[src/rtl/pipelined_dot_acc.sv]
// Three-stage valid/ready pipeline: N-lane signed dot product plus bias, then a
// start-or-continue running accumulation with optional saturation.
module pipelined_dot_acc #(
   parameter int unsigned W     = 16,
   parameter int unsigned N     = 2,
   parameter int unsigned ACC_W = 40,
   parameter bit          SAT   = 1'b1
) (
   input  logic             clk,
   input  logic             rst,
   input  logic             in_valid,
   output logic             in_ready,
   input  logic [N*W-1:0]   a_vec,
   input  logic [N*W-1:0]   b_vec,
   input  logic [W-1:0]     bias,
   input  logic             in_first,
   output logic             out_valid,
   input  logic             out_ready,
   output logic [ACC_W-1:0] y,
   output logic             ovf
);

   localparam logic [ACC_W-1:0] AccMax = {1'b0, {(ACC_W-1){1'b1}}};
   localparam logic [ACC_W-1:0] AccMin = {1'b1, {(ACC_W-1){1'b0}}};

   logic             s1_valid, s2_valid;
   logic             s1_ready, s2_ready, s3_ready;
   logic [2*W-1:0]   prod    [N];
   logic [2*W-1:0]   s1_prod [N];
   logic [W-1:0]     s1_bias;
   logic             s1_first;
   logic [ACC_W-1:0] sum, s2_sum;
   logic             s2_first;
   logic [ACC_W-1:0] base, res;
   logic [ACC_W:0]   t;
   logic             t_ovf;

   assign s3_ready = !out_valid || out_ready;
   assign s2_ready = !s2_valid || s3_ready;
   assign s1_ready = !s1_valid || s2_ready;
   assign in_ready = s1_ready;

   // Operands are sign-extended to 2W so the truncated product is the exact signed product.
   always_comb begin
      for (int unsigned i = 0; i < N; i++) begin
         prod[i] = {{W{a_vec[i*W+W-1]}}, a_vec[i*W +: W]}
                 * {{W{b_vec[i*W+W-1]}}, b_vec[i*W +: W]};
      end
   end

   always_comb begin
      sum = {{(ACC_W-W){s1_bias[W-1]}}, s1_bias};
      for (int unsigned i = 0; i < N; i++) begin
         sum = sum + {{(ACC_W-2*W){s1_prod[i][2*W-1]}}, s1_prod[i]};
      end
   end

   // One guard bit exposes overflow as a mismatch between the top two bits.
   always_comb begin
      base  = s2_first ? '0 : y;
      t     = {base[ACC_W-1], base} + {s2_sum[ACC_W-1], s2_sum};
      t_ovf = t[ACC_W] ^ t[ACC_W-1];
      if (t_ovf && SAT) begin
         res = t[ACC_W] ? AccMin : AccMax;
      end else begin
         res = t[ACC_W-1:0];
      end
   end

   always_ff @(posedge clk or posedge rst) begin
      if (rst) begin
         s1_valid <= 1'b0;
         s1_bias  <= '0;
         s1_first <= 1'b0;
         for (int unsigned i = 0; i < N; i++) begin
            s1_prod[i] <= '0;
         end
      end else if (s1_ready) begin
         s1_valid <= in_valid;
         if (in_valid) begin
            s1_prod  <= prod;
            s1_bias  <= bias;
            s1_first <= in_first;
         end
      end
   end

   always_ff @(posedge clk or posedge rst) begin
      if (rst) begin
         s2_valid <= 1'b0;
         s2_sum   <= '0;
         s2_first <= 1'b0;
      end else if (s2_ready) begin
         s2_valid <= s1_valid;
         if (s1_valid) begin
            s2_sum   <= sum;
            s2_first <= s1_first;
         end
      end
   end

   // y doubles as the running accumulator: both take the same value on every accepted beat.
   always_ff @(posedge clk or posedge rst) begin
      if (rst) begin
         out_valid <= 1'b0;
         y         <= '0;
         ovf       <= 1'b0;
      end else if (s3_ready) begin
         out_valid <= s2_valid;
         if (s2_valid) begin
            y   <= res;
            ovf <= t_ovf;
         end
      end
   end

endmodule

[config.mk]
export PLATFORM = sky130hd
export DESIGN_NAME = pipelined_dot_acc
export DESIGN_NICKNAME = d
export VERILOG_FILES = /design/src/rtl/pipelined_dot_acc.sv
export SDC_FILE = /design/constraint.sdc
export NUM_CORES = 2
export LEC_CHECK = 0
export BUFFER_PORTS_ARGS = -buffer_cell sky130_fd_sc_hd__buf_2
export CAP_MARGIN = 20
export CORE_MARGIN = 2
export CORE_UTILIZATION = 65
export DETAILED_ROUTE_END_ITERATION = 8
export PLACE_DENSITY = 0.8
export SLEW_MARGIN = 20
export SYNTH_ARGS = -nofsm -noshare
export SYNTH_HDL_FRONTEND = slang
export SYNTH_SLANG_ARGS = --single-unit
[constraint.sdc]
create_clock -name clk -period 6.59 [get_ports clk]
set_input_delay 0.659 -clock clk [delete_from_list [all_inputs] [get_ports clk]]
set_output_delay 0.659 -clock clk [all_outputs]
set_load 0.005 [all_outputs]
After elaboration in Yosys (flattened, before gate mapping)
Cells that the tools add are included.
{"block": "word_totals", "regBits": 160, "input_bits": 85, "output_inout_bits": 43, "word_cells": 29}
{"block": "classes", "addsub": 3, "multipliers": 2, "n_mux": 3, "bitwise": 1, "reduce_logical": 9}
{"operator": "2-to-1 mux 40 bit", "count": 3}
{"operator": "multiplier 16 x 16 -> 32 bit", "count": 2}
{"operator": "adder 40 x 34 -> 41 bit", "count": 1}
{"operator": "adder 33 x 32 -> 34 bit", "count": 1}
{"operator": "adder 16 x 32 -> 33 bit", "count": 1}
{"operator": "AND reduction 2 bit", "count": 3}
{"operator": "logical NOT 1 bit", "count": 3}
{"operator": "logical OR 1 bit", "count": 3}
{"operator": "XOR 1 bit", "count": 1}

Depth between registers and ports, before layout
{"block": "logic_depth", "ltp_word": 5, "mapped_depth": 26, "ltp_nobuf": 24}

Worst setup path after synthesis
No wires, ideal clock.
{"block": "synth_timing", "kind": "input-to-reg", "startpoint": "input b_vec[1]", "endpoint": "register s1_prod[60] in the netlist's numbering", "setup_ps": 129, "arrival_ps": 6399, "t_required_ps": 6461, "setup_slack_ps": 62, "cell_stages": 23, "path_buffers": 1, "path_cell_list": "clkbuf_1 -> nand2_1 -> fa_1 -> fa_1 -> fa_1 -> inv_1 -> fa_1 -> fa_1 -> inv_1 -> fa_1 -> inv_1 -> ha_1 -> a21o_1 -> a21o_1 -> a21oi_1 -> o21ai_1 -> a221o_1 -> a2111o_1 -> a31oi_1 -> o21ai_1 -> a21oi_1 -> xor2_1 -> o21ai_1"}
{"block": "synth_between", "elab_chain_cells": 1}
{"item": "start: declaration", "line_no": "14", "rtl": "input logic [N*W-1:0] b_vec,"}
{"item": "multiplier 16 x 16 -> 32 bit", "line_no": "47", "rtl": "* {{W{b_vec[i*W+W-1]}}, b_vec[i*W +: W]};"}
{"item": "end signal: assignment", "line_no": "81", "rtl": "s1_prod <= prod;"}
{"item": "end: declaration", "line_no": "29", "rtl": "logic [2*W-1:0] s1_prod [N];"}
No other way between the ends.
A chain may end at the register's enable or synchronous reset.

Worst setup path in the final report
{"block": "layout_timing", "startpoint": "input b_vec[2]", "endpoint": "register s1_prod[60] in the netlist's numbering"}
The elaborated chain is that of the path after synthesis.

==> key figures <==
Synth
  – Ys flop type: dfrtp_1
  – Flops & latches, synth: 160
  – Synth Instances: 3291
  – Cell types occupying the most area after synthesis: fa_1, dfrtp_1, ha_1, inv_1, nand2_1
  – Synth cell count leaders: inv_1, fa_1, nand2_1
  – Top-count cell post-synth: inv_1
  – Simple-gate share of the synthesized area: 0.158
  – Main combinational cell family by area after synthesis: adder cells
  – Yosys top cell area share: 0.372
  – Synth Area per Inst: ~9.1 sq um
  – Fraction of the mapped netlist area in adder cells: 0.477
  – Area leader, netlist: fa_1
  – YS warnings: 0
  – Syn Nets: 4170
  – Compound-Gate Fraction of Synth Area: 0.101
  – Post-synthesis mux area share: 0.00146
  – Async set-reset flop share out of synthesis: 1.00
  – Post-synth EDFFs: 0
  – Sequential area share after synthesis: 0.133
  – Yosys cell types: 80
  – Mapped cell area: roughly 30000 sq um
  – XOR/XNOR share of the synthesized area: 0.0376

STA
  – Final setup viols: 0
  – Worst slew pin tran: 1.05 ns
  – Fin Setup TNS: 0 ns
  – Slew margin rel.: 0.299
  – Achievable Freq: about 0.16 GHz
  – RSZ-0062 raised after global routing: no
  – Final count of hold timing violations: 0
  – Final period util: 0.950
  – Slew Viols, Final: 0
  – Skew final: 0.0122 ns
  – Minimum clock period: roughly 6.3 ns
  – PnR worst setup slack: 0.332 ns
  – Hold slack final: between 0.3 and 0.4 ns

Clock network
  – Post-CTS setup buffer count: 0
  – Clock Path Buffers: 2
  – Number of CTS-inserted buffers: 17
  – Root buf cell: clkbuf_16
  – CTS tree: yes
  – H-tree Lvls: 4
  – Clk sinks: 160
  – Worst skew pair latency: around 0.43 ns
  – Reg clk slew, reported paths: approximately 0.070 ns

Floorplanning
  – Die area: between 40000 and 50000 sq um
  – I/O pin count: about 130
  – Row cnt: 78
  – Die width: about 220 um
  – Core area: 45500 sq um
  – Starting density of the core: 0.661
  – Die Ht: 219 um

Final layout
  – Share of cells above drive strength 1: 0.0953
  – Fillers: 3486
  – Nets@finish: 4309
  – Ant diodes: 0
  – Area grow syn2layout: 7.98%
  – Design Area, Final: 32500 sq um

Worst setup path
  – Kind of critical path: primary input to register
  – Critical path's slowest cell: fa_1
  – Largest delay share family, worst path: adder cells
  – WP buf/inv: 5
  – CP dominant cell by count: fa_1
  – WP data required: 6.87 ns
  – Crit path max fanout: 15
  – Crit path launch type: primary input
  – Arrival @ worst endpoint: 6.53 ns
  – CP Capture Type: register
  – Crit path cell chain: clkbuf_4 -> and2_1 -> fa_1 -> inv_1 -> fa_1 -> fa_1 -> inv_1 -> fa_1 -> fa_1 -> inv_1 -> fa_1 -> inv_1 -> ha_1 -> a21o_1 -> a21o_1 -> a21oi_2 -> o21ai_1 -> a221o_1 -> a2111o_1 -> a31oi_2 -> o21ai_1 -> a21oi_1 -> xor2_1 -> o21ai_1
  – Slowest stage delay, CP: 0.54 ns

Detailed routing
  – Vias per cell: 5.61
  – Antenna-violating nets left: 0
  – Total number of vias: approximately 23000
  – DRC: 0
  – Final WL: 68200 um
  – Wire per inst: 16.9 um
  – Drt pass-1 iters: 6
  – Initial DRC count: 1360

Global routing
  – Vias in the first global route: 24500
  – First-pass GRT wire length: 116000 um
  – Grt ovf: 0
  – Largest net degree at the start of global routing: 122
  – Initial antenna violation count: 0
  – Global router's overall resource usage: 0.300

Min path
  – Min-Delay Path Class: primary input to asynchronous set/reset pin

Placement
  – Global placement routability congestion: 0.923
  – IO Port Bufs: 127
  – Dpl hpwl: ~57000 um
  – DP Area: 31800 sq um
  – Dpl ws: -0.261 ns

Outcome
  – Outcome: finished, final reports clean

Job
  – Max cap viols: 0
-- flip-flops by register name, summed over array words and instances (netlist names), 16 cells and up --
| signal | cells |
|---|---|
| s2_sum | 34 |
| s1_bias | 16 |
| s1_prod | 64 |
| y | 40 |
-- cells by family after synthesis --
kind of cell | Yosys count
mux | 4
simple gates | 990
xor+xnor | 127
buf+inv | 722
flops | 160
compound gates | 474
fa+ha+maj | 814
-- layer usage --
layer  track usage  routed length [um]  vias up
li1              -                   -    10500
met4         0.102                2240        0
met3        0.0315                3410      157
met5             0                   0        -
met1         0.393               28600    11400
met2         0.523               33900      689
-- metrics by stage --
step,util,cells
6_report,0.714,4043
5_1_grt,0.714,4043
4_1_cts,0.713,4043
3_5_place_dp,0.700,4011
3_3_place_gp,0.700,4011
2_1_floorplan,-,3291
-- layout make-up --
| class | instances | area [sq um] | area share |
|---|---|---|---|
| multi-input cells | 2409 | 23300 | 0.719 |
| flip-flops and latches | 160 | 4000 | 0.123 |
| inverters | 605 | 2280 | 0.0701 |
| repair buffers | 237 | 1490 | 0.0460 |
| well taps | 600 | 751 | 0.0231 |
| clock buffers | 17 | 425 | 0.0131 |
| clock inverters | 15 | 178 | 0.00547 |
-- layout by cell type, fill, tap and decap left out, types with 5 or more instances in the layout --
cell	n
xor2_1	39
o21bai_1	17
clkbuf_16	17
dfrtp_1	160
and3_1	7
a211o_1	6
a31oi_1	11
maj3_2	20
o31ai_1	7
buf_4	108
nor3_1	12
a21oi_2	5
a21oi_1	103
nor3b_1	5
o21ai_0	121
buf_2	124
o211ai_1	11
ha_1	236
inv_1	604
or3_1	7
a211oi_1	9
fa_1	557
nand4_1	12
xnor2_1	87
o21a_1	15
o21ai_1	51
nor2_1	99
nand3_1	23
nand2_1	472
a21o_1	71
nor2b_1	50
and2_1	256
nand2b_1	26
-- worst register-to-register path: cells and delay by family (launching register included) --
kind | cells | cell delay, ns
buffers and inverters | 1 | 0.40
AND/OR/NAND/NOR | 5 | 1.04
AO/OA/AOI/OAI | 6 | 1.33
XOR/XNOR | 1 | 0.70
flip-flops | 1 | 0.42
adder cells (fa/ha/maj) | 1 | 0.41
-- worst paths after layout --
check	startpoint	endpoint	slack (ns)	cells past startpoint
setup / recovery	b_vec[2]	s1_prod[60]$_DFFE_PP0P_	0.33	24
hold / removal	rst	y[37]$_DFFE_PP0P_	0.38	2
setup reg to reg	s2_first$_DFFE_PP0P_	y[33]$_DFFE_PP0P_	2.16	14
hold reg to reg	ovf$_DFFE_PP0P_	ovf$_DFFE_PP0P_	0.48	2
max in group asynchronous	rst	y[30]$_DFFE_PP0P_	4.78	3
min in group clk	bias[2]	s1_bias[2]$_DFFE_PP0P_	0.42	3
-- what timing repair did --
item	CTS	global route
endpoints found under the hold margin	0	0
hold buffers	0	0
gates resized for setup	0	10
setup endpoints to repair	0	6
Power is not shown: default switching activity piles up to over one toggle a cycle in this logic, so the estimate is an artifact.
